==> config.mk <==
export PLATFORM = sky130hd
export DESIGN_NAME = deadtime_multi
export DESIGN_NICKNAME = d
export VERILOG_FILES = /design/src/rtl/deadtime_multi.sv
export SDC_FILE = /design/constraint.sdc
export NUM_CORES = 1
export LEC_CHECK = 0
export BUFFER_PORTS_ARGS = -buffer_cell sky130_fd_sc_hd__buf_2
export CAP_MARGIN = 0
export CORE_MARGIN = 8
export CORE_UTILIZATION = 53
export CTS_BUF_LIST = sky130_fd_sc_hd__clkbuf_2 sky130_fd_sc_hd__clkbuf_4 sky130_fd_sc_hd__clkbuf_8
export CTS_CLUSTER_SIZE = 25
export DETAILED_ROUTE_END_ITERATION = 16
export GPL_TIMING_DRIVEN = 0
export HOLD_SLACK_MARGIN = 0.15
export PLACE_DENSITY = 0.77
export SLEW_MARGIN = 20
export SYNTH_ARGS = -nofsm -noshare
export SYNTH_HDL_FRONTEND = slang
export SYNTH_SLANG_ARGS = --single-unit
export TNS_END_PERCENT = 5
==> constraint.sdc <==
create_clock -name clk -period 1.83 [get_ports clk]
set_input_delay 0.0915 -clock clk [delete_from_list [all_inputs] [get_ports clk]]
set_output_delay 0.0915 -clock clk [all_outputs]
set_load 0.1 [all_outputs]
==> src/rtl/deadtime_multi.sv <==
// deadtime_multi: N-leg complementary dead-time generator.
//
// Each leg turns one PWM request bit into a high-side / low-side gate pair,
// inserting a programmable dead time (both switches off) on every edge.
// Rising and falling dead times are latched per leg on entry to the dead
// interval. Outputs are registered and pass through a per-switch polarity XOR.
//
// Ports:
//   clk, reset           system clock, synchronous active-high reset
//   pwm_in[N_LEGS]       PWM request per leg (1 = high side on)
//   dtime_rise/fall      per-leg dead times, leg k at [k*DT_WIDTH +: DT_WIDTH]
//   logic_hi/logic_lo    per-leg output polarity (off level of each switch)
//   pwm_en               global enable, 0 forces every switch to its off level
//   dt_en                1 = dead-time insertion, 0 = bypass (straight mapping)
//   pwm_hi/pwm_lo        registered gate outputs
//   dt_busy              leg is inside a dead interval
//
// Optional build macro DEADTIME_MULTI_MINON_EN: adds a per-leg minimum
// on-time hold of MIN_ON cycles on each on-state.
module deadtime_multi #(
  parameter int N_LEGS   = 3,
  parameter int DT_WIDTH = 10,
  parameter int MIN_ON   = 4
) (
  input  logic                         clk,
  input  logic                         reset,
  input  logic [N_LEGS-1:0]            pwm_in,
  input  logic [N_LEGS*DT_WIDTH-1:0]   dtime_rise,
  input  logic [N_LEGS*DT_WIDTH-1:0]   dtime_fall,
  input  logic [N_LEGS-1:0]            logic_hi,
  input  logic [N_LEGS-1:0]            logic_lo,
  input  logic                         pwm_en,
  input  logic                         dt_en,
  output logic [N_LEGS-1:0]            pwm_hi,
  output logic [N_LEGS-1:0]            pwm_lo,
  output logic [N_LEGS-1:0]            dt_busy
);

  typedef enum logic [1:0] {S_LO_ON, S_DT_RISE, S_HI_ON, S_DT_FALL} state_t;

  logic [N_LEGS-1:0] hi, lo;

`ifndef DEADTIME_MULTI_MINON_EN
  logic [31:0] unused_min_on;
  assign unused_min_on = MIN_ON;
`endif

  for (genvar k = 0; k < N_LEGS; k++) begin : g_leg
    state_t              state, state_nxt;
    logic [DT_WIDTH-1:0] cnt, cnt_nxt, cnt_inc, lim, lim_nxt, rise, fall;
    logic                pin, hold_ok;

    assign pin     = pwm_in[k];
    assign rise    = dtime_rise[k*DT_WIDTH +: DT_WIDTH];
    assign fall    = dtime_fall[k*DT_WIDTH +: DT_WIDTH];
    assign cnt_inc = (cnt == '1) ? cnt : cnt + DT_WIDTH'(1);  // saturate, no wrap

`ifdef DEADTIME_MULTI_MINON_EN
    localparam int HW = $clog2(MIN_ON + 2);
    logic [HW-1:0] hold, hold_nxt;

    // hold <= 1 means it reaches 0 at this edge, giving exactly MIN_ON
    // cycles in the on-state before an exit is allowed.
    assign hold_ok = (hold <= HW'(1));

    always_comb begin
      hold_nxt = (hold != '0) ? hold - HW'(1) : hold;
      if (!dt_en)
        hold_nxt = '0;
      else if (state_nxt != state && (state_nxt == S_HI_ON || state_nxt == S_LO_ON))
        hold_nxt = HW'(MIN_ON);
    end

    always_ff @(posedge clk) begin
      if (reset) hold <= '0;
      else       hold <= hold_nxt;
    end
`else
    assign hold_ok = 1'b1;
`endif

    always_comb begin
      state_nxt = state;
      cnt_nxt   = cnt;
      lim_nxt   = lim;
      if (!dt_en) begin
        // bypass: state tracks the request directly
        state_nxt = pin ? S_HI_ON : S_LO_ON;
        cnt_nxt   = '0;
      end else begin
        case (state)
          S_LO_ON: begin
            if (pin && hold_ok) begin
              state_nxt = S_DT_RISE;
              cnt_nxt   = DT_WIDTH'(1);
              lim_nxt   = rise;
            end
          end
          S_DT_RISE: begin
            // abort outranks expiry
            if (!pin) begin
              if (hold_ok) begin
                state_nxt = S_LO_ON;
                cnt_nxt   = '0;
              end else begin
                cnt_nxt = cnt_inc;
              end
            end else if (cnt >= lim) begin
              state_nxt = S_HI_ON;
              cnt_nxt   = '0;
            end else begin
              cnt_nxt = cnt_inc;
            end
          end
          S_HI_ON: begin
            if (!pin && hold_ok) begin
              state_nxt = S_DT_FALL;
              cnt_nxt   = DT_WIDTH'(1);
              lim_nxt   = fall;
            end
          end
          S_DT_FALL: begin
            if (pin) begin
              if (hold_ok) begin
                state_nxt = S_HI_ON;
                cnt_nxt   = '0;
              end else begin
                cnt_nxt = cnt_inc;
              end
            end else if (cnt >= lim) begin
              state_nxt = S_LO_ON;
              cnt_nxt   = '0;
            end else begin
              cnt_nxt = cnt_inc;
            end
          end
          default: begin
            state_nxt = S_LO_ON;
            cnt_nxt   = '0;
          end
        endcase
      end
    end

    always_ff @(posedge clk) begin
      if (reset) begin
        state <= S_LO_ON;
        cnt   <= '0;
        lim   <= '0;
      end else begin
        state <= state_nxt;
        cnt   <= cnt_nxt;
        lim   <= lim_nxt;
      end
    end

    // hi/lo come straight from a one-hot subset of states, so they can never overlap
    assign hi[k]      = (state == S_HI_ON) & ~reset;
    assign lo[k]      = (state == S_LO_ON) & ~reset;
    assign dt_busy[k] = (state == S_DT_RISE || state == S_DT_FALL) & dt_en & ~reset;
  end

  always_ff @(posedge clk) begin
    pwm_hi <= (hi & {N_LEGS{pwm_en}}) ^ logic_hi;
    pwm_lo <= (lo & {N_LEGS{pwm_en}}) ^ logic_lo;
  end

endmodule

==> flow_metrics.tcl <==
set metrics [dict create \
    status "finished, violations left" \
    violations "setup timing" \
    vias_per_cell 6.31 \
    finalCritPeriodShare_pct 107 \
    syn_nets 651 \
    period_minus_slack_ns 1.96 \
    grt_usage_pct 27.2 \
    path_cells "buf_4, ha_4, nand4_4, or3_4, a31oi_1, o211ai_1, a22oi_1" \
    dp_cells 733 \
    synth_enable_flop_cells 0 \
    cts_buffers 9 \
    drc 0 \
    grt_pass1_vias 5174 \
    wl_um 16700 \
    avgSynthCellArea_um2 8.44 \
    finalNonFillerCells 836 \
    worstSetupEndpointType "flop" \
    p_leak_nw 2.56 \
    skew_ns 0.00814 \
    numPortBuffers 80 \
    cts_sinks 72 \
    ys_top_cells_by_count "72 x dfxtp_1, 51 x nor2_1, 41 x inv_1" \
    timing.fmax_mhz 509 \
    die_area_um2 11900 \
    crit_type "flop to flop" \
    htreeDepth 3 \
    design_area_um2 6510 \
    r2r_start "g_leg[1].cnt[0]" \
    hp-start "pwm_in[2]" \
    syn-instance-count 545 \
    ys_ff_latch 72 \
    cp.arrival_ns 2.22 \
    grt-ovfl-total 0 \
    setup_viol 20 \
    finalMaxSlewViolations 0 \
    yosysMostFrequentCell "dfxtp_1" \
    fillCellCount 542 \
    dp_hpwl_um 9580 \
    wl_per_cell_um 20.0 \
    antenna_found_initial 0 \
    yosys.area.top_type "dfxtp_1" \
    reg2reg_depth 7 \
    clk_pin_slew_worst_paths_ns 0.08 \
    dp_slack_ns -0.323 \
    synth_cell_types 64 \
    hold_path.class "primary input to flop" \
    synth_warnings 0 \
    drtIter0Drc 390 \
    critical-path-slowest-cell "or3_4" \
    start_kind "flop" \
    seq_area_frac_synth_pct 31.3 \
    p_total_mw 4.39 \
    grt_max_degree 12 \
    r2r_slack_ns -0.13 \
    yosys-top-cells-area "dfxtp_1 31%, ha_1 9.0%, mux2i_1 7.2%, a211oi_1 6.2%, nor2_1 4.2%" \
    hold_violations 0 \
    syn_area_um2 4600 \
    core_area_um2 8550 \
    finish.utilization_pct 76.2 \
    grt_pass1_wl_um 25500 \
    clockBufferDepth 2 \
    start_util_pct 53.8 \
    min_path_cells 4 \
    drtPass1Iterations 5 \
    pin_count 82 \
    die_y_um 109 \
    drv_cap 0 \
    whs_ns 0.166 \
    max-vdd-ir-drop_uv 524 \
    syn2layout_area_growth_pct 41.6 \
    tritoncts "yes" \
    fp-row-count 34 \
    placed_area_um2 5140 \
    die_w_um 109 \
    powerDensity_nw_per_um2 673 \
    setup_tns_ns -0.820 \
    r2r-end "g_leg[1].cnt[2]" \
    rsz0062_at_grt "true" \
    worstPathMaxFanout 6 \
    antenna_left 0 \
    drive_gt1_share_pct 29.8 \
    setup_ws_ns -0.134 \
    cts-root-buf "clkbuf_8" \
    cp_data_required_time_ns 2.09 \
    critPathMaxStageDelay_ns 0.43 \
    fin_nets 826 \
    vias 5271 \
    ys_dominant_reg_cell "dfxtp_1" \
    synth-async-reset-ratio_pct 0 \
    clock_latency_ns 0.36 \
    yosys.area.top_type_share_pct 31.3 \
    gp_congestion 0.896 \
    relSlewSlack_pct 55.3 \
    tightest_slew_ns 0.670 \
]
[layer usage]
metal	up-vias	share of wire, %	GRT usage, %
li1	2373	-	-
met1	2491	36	29.0
met2	306	51	47.7
met3	101	7.6	7.51
met4	0	5.7	15.2
met5	-	0	0
[critical path, delay by kind of cell (launching register included)]
kind / cells / cell delay [ns]
DFF: 1 / 0.37
buffers and inverters: 1 / 0.12
and+or+nand+nor: 2 / 0.57
adders and majority gates: 1 / 0.17
AOI/OAI and AO/OA: 3 / 0.61
[cells by family after synthesis]
logic type / count (synthesis) / synth area share, %
AND/OR/NAND/NOR: 188 / 21.6
XOR/XNOR: 12 / 2.45
buffers and inverters: 72 / 6.34
flip-flops: 72 / 31.3
AO/OA/AOI/OAI: 134 / 21.9
multiplexers: 34 / 7.43
adder cells (fa/ha/maj): 33 / 8.98
[sequential cells by signal (all words and copies together), names as in the netlist, named ones only]
register,flops
g_leg.cnt,30
g_leg.state,3
g_leg.lim,30
pwm_lo,3
pwm_hi,3
[layout make-up]
type / instances / area (um^2) / area share (%)
Clock buffer: 13 / 160 / 2.46
Tap cell: 108 / 135 / 2.07
Sequential cell: 72 / 1490 / 22.8
Inverter: 43 / 161 / 2.48
Antenna cell: 3 / 7.51 / 0.115
Buffer: 28 / 145 / 2.23
Timing Repair Buffer: 165 / 1240 / 19.0
Multi-Input combinational cell: 401 / 3160 / 48.5
Clock inverter: 3 / 17.5 / 0.269
[repair_timing]
action | in CTS | in global routing
endpoints found under the setup margin | 37 | 40
endpoints found under the hold margin | 38 | 0
setup buffers | 8 | 7
cloned | 0 | 1
hold buffers | 69 | 0
gates resized for setup | 44 | 49
pin swaps | 11 | 17
[worst max path at each step]
stage                    start               to  slack (ns)  cells past startpoint
2_1_floorplan  g_leg[2].cnt[0]  g_leg[2].cnt[3]       -0.02                      7
3_3_place_gp   g_leg[2].cnt[0]  g_leg[2].cnt[3]       -0.25                      7
3_5_place_dp   g_leg[2].cnt[0]  g_leg[2].cnt[8]       -0.32                      7
4_1_cts        g_leg[2].cnt[3]  g_leg[2].cnt[9]       -0.04                      7
5_1_grt        g_leg[1].cnt[0]  g_leg[1].cnt[2]       -0.20                      7
6_report       g_leg[1].cnt[0]  g_leg[1].cnt[2]       -0.13                      7
[layout by cell type (no fill, tap or decap), drive strengths merged, types with 2 or more instances in the layout]
cell / n
buf: 113
dfxtp: 72
dlygate4sd3: 69
nor2: 53
inv: 42
nand2: 39
a211oi: 38
mux2i: 33
ha: 33
nand3: 25
clkbuf: 24
a21oi: 17
and3: 15
o211ai: 14
nor3: 12
a31oi: 11
o21ai: 11
a41oi: 11
nand4: 8
nand2b: 8
o2111ai: 7
xnor2: 7
and4: 5
nor2b: 5
xor2: 5
a211o: 4
and2: 4
nor4: 4
diode: 3
o21a: 3
o22ai: 3
o31ai: 3
clkinv: 3
a22oi: 2
o311a: 2
nand4b: 2
a41o: 2
or3: 2
or2: 2
o311ai: 2
[power by group]
part,internal (mW),leakage [nW],switching (mW),total [mW]
logic,0.630,1.87,0.834,1.46
registers,1.67,0.603,0.0676,1.73
clock network,0.571,0.0937,0.616,1.19
total,2.87,2.56,1.52,4.39
No activity file was read; power rests on OpenSTA's default activity.
